File: src/rtl/button_event_decoder.sv
// Classifies a debounced button level into one-cycle press/release/short/long/double/repeat pulses.
// Optional auto-repeat while long-held is enabled by defining BUTTON_REPEAT_EN.
module button_event_decoder #(
    parameter logic [31:0] LONG_CYCLES   = 32'd50000000,
    parameter logic [31:0] GAP_CYCLES    = 32'd15000000,
    parameter logic [31:0] REPEAT_CYCLES = 32'd10000000,
    parameter int          CNT_W         = 32
) (
    input  logic clk,
    input  logic rst,
    input  logic btn_level,
    output logic press_pulse,
    output logic release_pulse,
    output logic short_press,
    output logic long_press,
    output logic double_click,
    output logic repeat_pulse
);

    typedef enum logic [2:0] {
        ST_IDLE      = 3'd0,
        ST_PRESSED   = 3'd1,
        ST_LONG_HELD = 3'd2,
        ST_WAIT_GAP  = 3'd3,
        ST_SECOND    = 3'd4
    } state_t;

    // The sample that enters PRESSED/WAIT_GAP is already the first counted sample,
    // and cnt is 0 on the next one, so the N-th sample sees cnt == N-2.
    localparam logic [CNT_W-1:0] LONG_LAST = CNT_W'(LONG_CYCLES - 32'd2);
    localparam logic [CNT_W-1:0] GAP_LAST  = CNT_W'(GAP_CYCLES - 32'd2);
    localparam logic [CNT_W-1:0] CNT_MAX   = {CNT_W{1'b1}};
    localparam logic [CNT_W-1:0] CNT_ONE   = {{(CNT_W-1){1'b0}}, 1'b1};

    state_t           state_r;
    state_t           next_state_s;
    logic [CNT_W-1:0] cnt_r;
    logic             btn_q_r;
    logic             rise_s;
    logic             fall_s;
    logic             cnt_clr_s;
    logic             press_s;
    logic             release_s;
    logic             short_s;
    logic             long_s;
    logic             double_s;

`ifdef BUTTON_REPEAT_EN
    localparam logic [CNT_W-1:0] REP_LAST = CNT_W'(REPEAT_CYCLES - 32'd1);
    logic repeat_s;
`else
    logic unused_repeat_cfg_s;
    assign unused_repeat_cfg_s = ^REPEAT_CYCLES;
    assign repeat_pulse        = 1'b0;
`endif

    assign rise_s = btn_level & ~btn_q_r;
    assign fall_s = ~btn_level & btn_q_r;

    // Next-state and pulse decode for the press classifier.
    always_comb begin
        next_state_s = state_r;
        cnt_clr_s    = 1'b0;
        press_s      = 1'b0;
        release_s    = 1'b0;
        short_s      = 1'b0;
        long_s       = 1'b0;
        double_s     = 1'b0;
`ifdef BUTTON_REPEAT_EN
        repeat_s     = 1'b0;
`endif
        case (state_r)
            ST_IDLE: begin
                if (rise_s) begin
                    next_state_s = ST_PRESSED;
                    press_s      = 1'b1;
                end else begin
                    next_state_s = ST_IDLE;
                end
            end
            ST_PRESSED: begin
                if (fall_s) begin
                    next_state_s = ST_WAIT_GAP;
                    release_s    = 1'b1;
                end else if (cnt_r == LONG_LAST) begin
                    next_state_s = ST_LONG_HELD;
                    long_s       = 1'b1;
                end else begin
                    next_state_s = ST_PRESSED;
                end
            end
            ST_LONG_HELD: begin
                if (fall_s) begin
                    next_state_s = ST_IDLE;
                    release_s    = 1'b1;
`ifdef BUTTON_REPEAT_EN
                end else if (cnt_r == REP_LAST) begin
                    next_state_s = ST_LONG_HELD;
                    repeat_s     = 1'b1;
                    cnt_clr_s    = 1'b1;
`endif
                end else begin
                    next_state_s = ST_LONG_HELD;
                end
            end
            ST_WAIT_GAP: begin
                if (rise_s) begin
                    next_state_s = ST_SECOND;
                    press_s      = 1'b1;
                end else if (cnt_r == GAP_LAST) begin
                    next_state_s = ST_IDLE;
                    short_s      = 1'b1;
                end else begin
                    next_state_s = ST_WAIT_GAP;
                end
            end
            ST_SECOND: begin
                if (fall_s) begin
                    next_state_s = ST_IDLE;
                    release_s    = 1'b1;
                    double_s     = 1'b1;
                end else begin
                    next_state_s = ST_SECOND;
                end
            end
            default: begin
                next_state_s = ST_IDLE;
                cnt_clr_s    = 1'b1;
            end
        endcase
    end

    // State, saturating sample counter, edge-detect history and registered pulses.
    always_ff @(posedge clk) begin
        if (rst) begin
            state_r       <= ST_IDLE;
            cnt_r         <= '0;
            btn_q_r       <= 1'b1;
            press_pulse   <= 1'b0;
            release_pulse <= 1'b0;
            short_press   <= 1'b0;
            long_press    <= 1'b0;
            double_click  <= 1'b0;
        end else begin
            state_r       <= next_state_s;
            btn_q_r       <= btn_level;
            if ((next_state_s != state_r) || cnt_clr_s) begin
                cnt_r <= '0;
            end else if (cnt_r != CNT_MAX) begin
                cnt_r <= cnt_r + CNT_ONE;
            end else begin
                cnt_r <= cnt_r;
            end
            press_pulse   <= press_s;
            release_pulse <= release_s;
            short_press   <= short_s;
            long_press    <= long_s;
            double_click  <= double_s;
        end
    end

`ifdef BUTTON_REPEAT_EN
    // Auto-repeat pulse register.
    always_ff @(posedge clk) begin
        if (rst) begin
            repeat_pulse <= 1'b0;
        end else begin
            repeat_pulse <= repeat_s;
        end
    end
`endif

endmodule

File: config.mk
export PLATFORM = sky130hd
export DESIGN_NAME = button_event_decoder
export DESIGN_NICKNAME = d
export VERILOG_FILES = /design/src/rtl/button_event_decoder.sv
export SDC_FILE = /design/constraint.sdc
export NUM_CORES = 1
export LEC_CHECK = 0
export CORE_MARGIN = 2
export CORE_UTILIZATION = 60
export DETAILED_ROUTE_END_ITERATION = 10
export PLACE_DENSITY = 0.83
export SYNTH_ARGS = -nofsm -noshare
export SYNTH_HDL_FRONTEND = slang
export SYNTH_SLANG_ARGS = --single-unit
File: constraint.sdc
create_clock -name clk -period 2.4 [get_ports clk]
set_clock_uncertainty 0.05 [all_clocks]
set_input_delay 0.36 -clock clk [delete_from_list [all_inputs] [get_ports clk]]
set_output_delay 0.36 -clock clk [all_outputs]
set_load 0.05 [all_outputs]
==> metrics.md, run 1 <==
| Metric | Value |
|---|---|
| Vias in the first global route | 1,974 |
| Post-route ant nets | 0 |
| Initial antenna violation count | 0 |
| Share of the synthesized area in the top cell type | 34.27% |
| Starting Density | a little under two thirds |
| TNS Setup | 0 ps |
| Net count after synthesis | 280 |
| Die area | 4512 um2 |
| Hpwl dp | 3746 um |
| Post-Synth Simple-Gate Area | 30.77% |
| Top-count cell post-synth | dfxtp_1 |
| IO Pins | 9 |
| Post-synth EDFFs | 0 |
| Number of DRC markers in iteration 0 | 190 |
| Crit path DAT | about 2400 ps |
| Top FF cell, synth | dfxtp_1 |
| PortBufs | 7 |
| Largest family of logic cells by synthesized area | simple AND/OR/NAND/NOR gates |
| Synth Register Bits | 41 |
| Synth Area in XOR/XNOR | 2.926% |
| Global-route usage over all layers | about 26% |
| Root buffer cell | clkbuf_8 |
| Clk pin slew, worst setup/hold paths | ~80 ps |
| Synth warn | 0 |
| Setup-failing EPs final | 0 |
| TritonCTS clock tree | done |
| Critical path's slowest cell | or4_4 |
| Top post-synthesis cells by area | dfxtp_1 (34%), a211oi_2 (6.3%), o31ai_1 (4.7%) |
| Largest net degree at the start of global routing | 33 |
| RSZ-0062 raised after global routing | false |
| HP Class | register to register |
| Sequential share of the synthesized area | 34.27% |
| DRC viols | 0 |
| Syn Inst Count | 275 |
| Longest Clk Path Bufs | 2 |
| Outcome | completed |
| Cell-internal power | 926.3 uW |
| Final wirelength | 5178 um |
| Leakage | around 0.8 nW |
| Mean Syn Cell Area | 8.708 um2 |
| Layout area overhead | 10.40% |
| Tmin final | 2244 ps |
| Unique masters post-synth | 52 |
| Global-route wire length before repair | 8880 um |
| F_max | 0.4457 GHz |
| Final hold violations | 0 |
| Vias/cell | 6.442 |
| Post-layout util | a little over two thirds |
| CP Launch Type | register |
| Row cnt | 22 |
| Max-cap viol count | 0 |
| R2R depth | 5 |
| Seq pwr share | 56.8% |
| Net Sw Frac | 24.48% |
| Share of cells above drive strength 1 | 17.07% |
| Clk sinks | 41 |
| Area post-placement | 2556 um2 |
| Top post-synthesis cells by count | dfxtp_1 (41), nand2_1 (18), o31ai_1 (15), nor3_1 (14) |
| Die Width | ~67 um |
| Worst setup path start | cnt_r[7] |
| Adder-cell share of the synthesized area | between 1 and 1.5% |
| Crit path kind | register to register |
| Clock power frac | between 30% and 40% |
| Crit path cell chain | and4_1 -> nand2_1 -> or4_4 -> or4_1 -> a211oi_1 |
| Final Wtd Congestion | roughly 0.85 |
| Combinational Power Share | 7.9% |
| TritonCTS Buffers | 5 |
| Peak supply drop | around 0.0004 V |
| Vias post-DR | between 2,000 and 2,500 |
| Tcrit/Tclk final | 93.48% |
| Core area | around 3700 um2 |
| R2r startpoint | cnt_r[7] |
| H-tree depth | 2 |
| Crit path capture type | register |
| Area leader, netlist | dfxtp_1 |
| Total congestion overflow | 0 |
| Worst Path Max Fanout | 7 |
| Synthesized area | 2395 um2 |
| Switch Pwr | ~300 uW |
| CTS Hold Bufs | 0 |
| Worst path required time | 2560 ps |
| ANT cells | 0 |
| Pre-antenna DRT Iters | 4 |
| WHS Path Cells | 2 |
| Slew Limit Fails | 0 |
| Complex-gate fraction of the synthesized area | 23.67% |
| Die height | 67.18 um |
| Async SR Flop Fraction | 0% |
| # nets final | 291 |
| PwrDens | 464.0 nW/um2 |
| Launch point of the worst hold path | cnt_r[4] |
| CP max stage delay | a little under 500 ps |
| Wire length per cell | 15.46 um |
| Post-route cell area | 2644 um2 |
| Fraction of synthesized area in multiplexers | 0.8359% |
| Clk_lat worst skew | around 300 ps |
what timing repair did:
item	4_1_cts	5_1_grt
buffers inserted	0	0
gates resized for setup	0	1
setup endpoints to repair	0	1
final cells by class:
class                      count  area, um2
multi-input combinational    204       1431
fill                         310       1100
sequential                    41      820.8
timing repair buffer          21      200.2
clock buffer                   6      72.57
tap                           48      60.06
inverter                      13      48.80
clock inverter                 2      10.01
power by group through the flow:
stage,registers [mW],logic (mW),clock network [mW]
final,0.697,0.0969,0.433
after global routing,0.698,0.108,0.469
after CTS,0.697,0.0965,0.443
after detailed placement,0.713,0.0962,0
after global placement,0.712,0.0946,0
after floorplan,0.711,0.0716,0
kinds of logic after synthesis:
logic type,Yosys count
AOI/OAI and AO/OA,68
xor gates and xnor gates,8
adders and majority gates,2
buffers and inverters,30
DFF,41
muxes,2
other,1
and+or+nand+nor,123
path summary, 6_finish.rpt:
| path | slack (ps) | to |
|---|---|---|
| worst max-delay path | 160 | cnt_r[17] |
| worst min-delay path | 470 | cnt_r[4] |
| worst max register to register | 160 | cnt_r[17] |
| worst min register to register | 470 | cnt_r[4] |
layer usage:
| metal | vias up | global-route usage (%) | part of all wire (%) | routed length (um) |
|---|---|---|---|---|
| met2 | 44 | 42.82 | 49 | 2524 |
| met4 | 0 | 9.184 | 1.9 | 96 |
| li1 | 1082 | - | - | - |
| met1 | 1022 | 32.50 | 45 | 2340 |
| met5 | - | 0 | 0 | 0 |
| met3 | 10 | 5.500 | 4.2 | 217 |
critical path: cells and delay by family (launching register included):
kind / cells / cell delay (ps)
AND/OR/NAND/NOR: 4 / 1450
AO/OA/AOI/OAI: 1 / 250
flip-flops: 1 / 420
flip-flops by register name, summed over array words and instances (netlist names):
| signal | flops |
|---|---|
| btn_q_r | 1 |
| cnt_r | 32 |
| double_click | 1 |
| long_press | 1 |
| press_pulse | 1 |
| release_pulse | 1 |
| short_press | 1 |
| state_r | 3 |
cells in the final DEF, fill, tap and decap left out, types with 2 or more instances in the layout:
master,synthesis,layout
clkinv_2,0,2
a31o_2,3,3
a211oi_1,12,12
nor3_1,14,14
clkdlybuf4s50_1,0,7
and2_1,6,6
inv_1,13,13
buf_4,2,12
a2111oi_0,2,2
dfxtp_1,41,41
o21ai_1,4,4
nor2_1,9,9
o21ai_0,6,6
nand4_2,2,2
nand4_1,10,10
mux2i_1,2,2
ha_1,2,2
or3_1,10,9
or3_4,1,2
xnor2_1,8,8
and3_1,8,8
and4_1,3,3
nand3_1,10,10
nor4_1,6,6
or4_1,13,13
a211oi_2,12,12
buf_12,1,2
nor3b_1,2,2
clkbuf_8,0,5
or2_2,2,2
nand2_1,18,18
nand2b_1,2,2
o31ai_1,15,15
a21oi_1,6,5
per-stage QoR:
| stage | power, mW | hold WS, ps | setup slack (ps) | std cells |
|---|---|---|---|---|
| after floorplan | 0.7829 | 423.2 | 330.8 | 275 |
| after global placement | 0.8068 | 442.2 | 272.7 | 327 |
| after detailed placement | 0.8089 | 453.2 | 190.4 | 327 |
| after CTS | 1.236 | 467.1 | 155.8 | 335 |
| after global routing | 1.276 | 500.3 | 31.46 | 335 |
| final | 1.227 | 469.3 | 156.4 | 335 |
No activity file was read; power rests on OpenSTA's default activity.
==> inputs of run 2 (changes only) <==
--- a/config.mk
+++ b/config.mk
@@ -6,9 +6,9 @@
 export NUM_CORES = 1
 export LEC_CHECK = 0
 export CORE_MARGIN = 2
-export CORE_UTILIZATION = 60
+export CORE_UTILIZATION = 55
 export DETAILED_ROUTE_END_ITERATION = 10
-export PLACE_DENSITY = 0.83
+export PLACE_DENSITY = 0.8
 export SYNTH_ARGS = -nofsm -noshare
 export SYNTH_HDL_FRONTEND = slang
 export SYNTH_SLANG_ARGS = --single-unit
==> constraint.sdc (replaced) <==
create_clock -name clk -period 1.9 [get_ports clk]
set_clock_uncertainty 0.05 [all_clocks]
set_input_delay 0.285 -clock clk [delete_from_list [all_inputs] [get_ports clk]]
set_output_delay 0.285 -clock clk [all_outputs]
set_load 0.05 [all_outputs]
==> run 2 against run 1 <==
Effect of this change: the run now ends with setup timing left; setup slack got worse by 520 ps; design area is 44% higher; global-route usage rose by 7.0 points; sequential power up 25%; final cell count rose by 24%; hold slack got worse by 7.3 ps; sequential cell count did not move; routed wire length up 130%; combinational power rose by 130%; sequential share of layout area decreased by 8.2 points; die area rose by 8.5%; maximum frequency decreased by 0.89%.
==> metrics.md, run 2 (synthesized netlist as in run 1, its figures left out) <==
| Metric | Value |
|---|---|
| Outcome | finished, violations left |
| Failing checks | setup timing |
| Leakage | 1.354 nW |
| TNS Setup | -8356 ps |
| Crit path kind | register to register |
| Row cnt | 23 |
| Layout area overhead | 59.30% |
| Starting Density | between 50% and 60% |
| Grt met2 use | 53.54% |
| Post-layout util | between 90% and 100% |
| Vias post-DR | 3,259 |
| ANT cells | 0 |
| CTS Hold Bufs | 0 |
| Worst-margin pin slew | between 600 and 700 ps |
| PwrDens | 521.4 nW/um2 |
| RSZ-0062 raised after global routing | true |
| Die height | ~70 um |
| Filler cells | 128 |
| Max-cap viol count | 0 |
| Number of flip-flops in the largest register | 32 |
| Commonest non-fill, non-tap cell in the layout | buf_4 |
| GR Layer Usage met1 | 37.61% |
| Final wirelength | 12,080 um |
| IO Pins | 9 |
| Grt met3 use | 8.369% |
| Global-route usage over all layers | 32.58% |
| Final Wtd Congestion | around 0.92 |
| Hpwl dp | 4747 um |
| F_max | about 0.44 GHz |
| H-tree depth | 2 |
| Placed Cells | 385 |
| Area post-placement | 3027 um2 |
| Clk sinks | 41 |
| Peak supply drop | 0.0006592 V |
| Vias in the first global route | 2,662 |
| Pre-antenna DRT Iters | 6 |
| Die area | 4898 um2 |
| Pwr Total | 1.989 mW |
| Number of DRC markers in iteration 0 | 545 |
| HP Class | register to register |
| Top Registers | cnt_r: 32 flops, state_r: 3 flops |
| Crit path DAT | 2440 ps |
| PortBufs | 7 |
| Largest net degree at the start of global routing | 33 |
| Footprint of the multi-input gates | 1783 um2 |
| Initial antenna violation count | 1 |
| Clk pin slew, worst setup/hold paths | ~90 ps |
| Pre-CTS WS | -246.5 ps |
| # nets final | 368 |
| Post-route ant nets | 0 |
| Wire length per cell | 29.17 um |
| Longest Clk Path Bufs | 2 |
| CP Launch Type | register |
| Worst hold slack | 461.9 ps |
| Core area | 4086 um2 |
| Global-route wire length before repair | 12,720 um |
| Slew Limit Fails | 0 |
| Crit path capture type | register |
| Share of cells above drive strength 1 | 56.32% |
| Setup ws final | -363.7 ps |
| Worst Path Max Fanout | 8 |
| Final hold violations | 0 |
| Slew HR | roughly 56% |
| Post-route cell area | 3815 um2 |
| Die Width | 69.99 um |
| Worst path required time | 2080 ps |
| TritonCTS Buffers | 5 |
| Root buffer cell | clkbuf_8 |
| Tmin final | 2264 ps |
| Largest Register | cnt_r |
| Post-Layout Cell Count | 414 |
| Commonest non-fill, non-tap cells in the layout | buf_4 (74), a211oi_2 (19), dfxtp_2 (18) |
| Tcrit/Tclk final | 119.1% |
| Most Crowded Layer GR | met2 |
| Clk_lat worst skew | 320 ps |
| TritonCTS clock tree | done |
| Register cell area after layout | just under 900 um2 |
| Total congestion overflow | 0 |
| Setup-failing EPs final | 33 |
| DRC viols | 0 |
| Vias/cell | roughly 8 |
-- run 2: routing by layer --
layer	up-vias	share of wire, %	routed length, um
li1	1233	-	-
met1	1460	31	3782
met2	394	43	5198
met3	170	15	1764
met4	2	11	1316
met5	-	0.12	15
-- run 2: repair_timing --
action,CTS,global route
buffers inserted,8,8
gates resized for setup,42,58
gates cloned,1,4
endpoints found under the setup margin,33,35
pin swaps,4,15
-- run 2: final timing paths --
path	start	end	slack (ps)	cells past startpoint
worst max-delay path	cnt_r[21]	cnt_r[21]	-360	5
worst min-delay path	cnt_r[15]	cnt_r[15]	460	2
worst max register to register	cnt_r[21]	cnt_r[21]	-360	5
worst min register to register	cnt_r[15]	cnt_r[15]	460	2
-- run 2: where the power goes --
part           total [mW]  internal [mW]  switching [mW]
sequential          0.874          0.859          0.0148
combinational       0.223         0.0937           0.129
clock               0.892          0.523           0.369
-- run 2: layout make-up --
class                           count  share of cell area (%)
Tap cell                           50                   1.640
Inverter                           13                   1.345
Clock inverter                      3                   1.705
Timing Repair Buffer               98                   23.88
Clock buffer                        5                   1.804
Sequential cell                    41                   22.89
Multi-Input combinational cell    204                   46.74
-- run 2: worst max-delay path, stage by stage, from the launching register on --
cell and delay, ps:
dfxtp_1 520, and4_1 320, nand4_1 190, nor3_2 540, o31ai_1 220, a211oi_2 310
==> inputs of run 3 (changes only) <==
--- a/config.mk
+++ b/config.mk
@@ -6,9 +6,10 @@
 export NUM_CORES = 1
 export LEC_CHECK = 0
 export CORE_MARGIN = 2
-export CORE_UTILIZATION = 55
+export CORE_UTILIZATION = 50
 export DETAILED_ROUTE_END_ITERATION = 10
-export PLACE_DENSITY = 0.8
+export PLACE_DENSITY = 0.74
+export REMOVE_ABC_BUFFERS = 1
 export SYNTH_ARGS = -nofsm -noshare
 export SYNTH_HDL_FRONTEND = slang
 export SYNTH_SLANG_ARGS = --single-unit
==> run 3 against run 2 <==
Effect of this change: the run still ends with setup timing left; sequential share of layout area increased by 0.96 points; combinational power increased by 2%; maximum frequency increased by 7.7%; sequential power about the same; non-clock buffer count decreased by 6; die area increased by 9.4%; critical path type unchanged; largest power group is now sequential cells.
==> metrics.md, run 3 (synthesized netlist as in run 1, its figures left out) <==
| Metric | Value |
|---|---|
| Die Width | 73.21 um |
| Peak supply drop | ~0.00043 V |
| Starting Density | 51.38% |
| Clk_lat worst skew | around 300 ps |
| Commonest non-fill, non-tap cell in the layout | buf_4 |
| Pwr Total | 1.672 mW |
| R2r startpoint | cnt_r[0] |
| Number of flip-flops in the largest register | 32 |
| Wire length per cell | 18.93 um |
| TritonCTS clock tree | done |
| Post-Layout Cell Count | ~410 |
| Outcome | finished, violations left |
| Post-route ant nets | 0 |
| Crit path kind | register to register |
| Worst Hold Path EP | cnt_r[15] |
| Global-route wire length before repair | between 10,000 and 15,000 um |
| Commonest non-fill, non-tap cells in the layout | buf_4 (73), dfxtp_1 (34), nand2_1 (18), a211oi_2 (18), o31ai_1 (13) |
| Slew HR | 64.59% |
| Clk pin slew, worst setup/hold paths | 80 ps |
| Longest Clk Path Bufs | 2 |
| Clk sinks | 41 |
| Vias/cell | 6.413 |
| Placed Cells | 392 |
| Share of cells above drive strength 1 | 42.46% |
| Initial antenna violation count | 0 |
| Global-route usage over all layers | 30.18% |
| Crit path capture type | register |
| Setup-failing EPs final | 34 |
| R2R depth | 9 |
| PwrDens | 477.8 nW/um2 |
| Vias in the first global route | 2,582 |
| Crit path DAT | about 2200 ps |
| Worst-margin pin slew | 517.7 ps |
| Net Sw Frac | 26.16% |
| Capturing point of the worst reg2reg path | cnt_r[5] |
| CP Launch Type | register |
| Hpwl dp | 4598 um |
| DRC viols | 0 |
| Row cnt | 25 |
| Combinational Power Share | 13.7% |
| Largest Register | cnt_r |
| Launch point of the worst hold path | cnt_r[15] |
| Pre-antenna DRT Iters | 4 |
| Worst path required time | 2030 ps |
| H-tree depth | 2 |
| ANT cells | 0 |
| Clock power frac | 33.9% |
| Die height | 73.21 um |
| TritonCTS Buffers | 5 |
| Tmin final | 2102 ps |
| # nets final | 362 |
| HP Class | register to register |
| Core area | 4661 um2 |
| Vias post-DR | 2,642 |
| Layout area overhead | 46.08% |
| Failing checks | setup timing |
| Leakage | ~1.3 nW |
| FF-to-FF setup slack | -200 ps |
| Pre-CTS WS | -346.2 ps |
| Final Wtd Congestion | ~0.90 |
| Setup ws final | -202.3 ps |
| Worst hold slack | about 470 ps |
| Max-cap viol count | 0 |
| Seq pwr share | 52.4% |
| RSZ-0062 raised after global routing | true |
| Root buffer cell | clkbuf_8 |
| PortBufs | 7 |
| Worst Path Max Fanout | 5 |
| Top Registers | cnt_r: 32 flops, state_r: 3 flops |
| Total congestion overflow | 0 |
| Final wirelength | 7799 um |
| IO Pins | 9 |
| Largest net degree at the start of global routing | 17 |
| WHS Path Cells | 2 |
| Number of DRC markers in iteration 0 | 300 |
| Die area | 5359 um2 |
| Tcrit/Tclk final | 110.6% |
| Cell-internal power | 1.234 mW |
| Switch Pwr | 437.3 uW |
| Slew Limit Fails | 0 |
| F_max | 0.4757 GHz |
| Final hold violations | 0 |
==> run 3: per-layer routing <==
layer,vias up,share of wire [%],global-route usage [%]
met1,1284,40,37.56
met2,110,50,51.55
met3,24,6.4,4.420
li1,1224,-,-
met4,0,3.1,12.96
met5,-,0,0
==> run 3: per-stage QoR <==
stage,utilization (%),instance area (um2),TNS (ps)
2_1_floorplan,-,2292,-40000
3_3_place_gp,64.94,3027,-10410
3_5_place_dp,64.94,3027,-10470
4_1_cts,73.72,3436,-2297
5_1_grt,75.06,3498,-7964
6_report,75.06,3498,-5979
==> run 3: final cells by class <==
cell class | count | area, um2
Multi-Input combinational cell | 204 | 1599
Fill cell | 320 | 1162
Timing Repair Buffer | 92 | 865.8
Sequential cell | 41 | 834.6
Clock buffer | 6 | 72.57
Tap cell | 54 | 67.56
Inverter | 13 | 48.80
Clock inverter | 2 | 10.01
==> run 3: power by group through the flow <==
stage | Sequential [mW] | Combinational, mW | Clock (mW)
after floorplan | 0.902 | 0.0716 | 0
after global placement | 0.895 | 0.147 | 0
after detailed placement | 0.896 | 0.150 | 0
after CTS | 0.876 | 0.217 | 0.582
after global routing | 0.878 | 0.240 | 0.607
final | 0.876 | 0.228 | 0.567
==> run 3: worst max path at each step <==
stage / start / endpoint / cells past startpoint
2_1_floorplan: cnt_r[0] / cnt_r[0] / 7
3_3_place_gp: cnt_r[0] / cnt_r[17] / 8
3_5_place_dp: cnt_r[0] / cnt_r[17] / 8
4_1_cts: cnt_r[0] / cnt_r[13] / 10
5_1_grt: cnt_r[0] / cnt_r[31] / 10
6_report: cnt_r[0] / cnt_r[5] / 9
==> run 3: timing repair <==
item	in CTS	in global routing
gates resized for setup	39	15
hold buffers	0	0
pin swaps	9	8
setup buffers	7	3
endpoints found under the setup margin	35	34
cloned	5	0
==> run 3: worst max-delay path, cell delays in order (launching register included) <==
cell and delay, ps:
dfxtp_2 330, inv_2 70, ha_4 120, nor4b_4 230, nand4b_1 230, or3_4 410, a21oi_4 200, buf_6 170
buf_16 130, a211oi_2 40
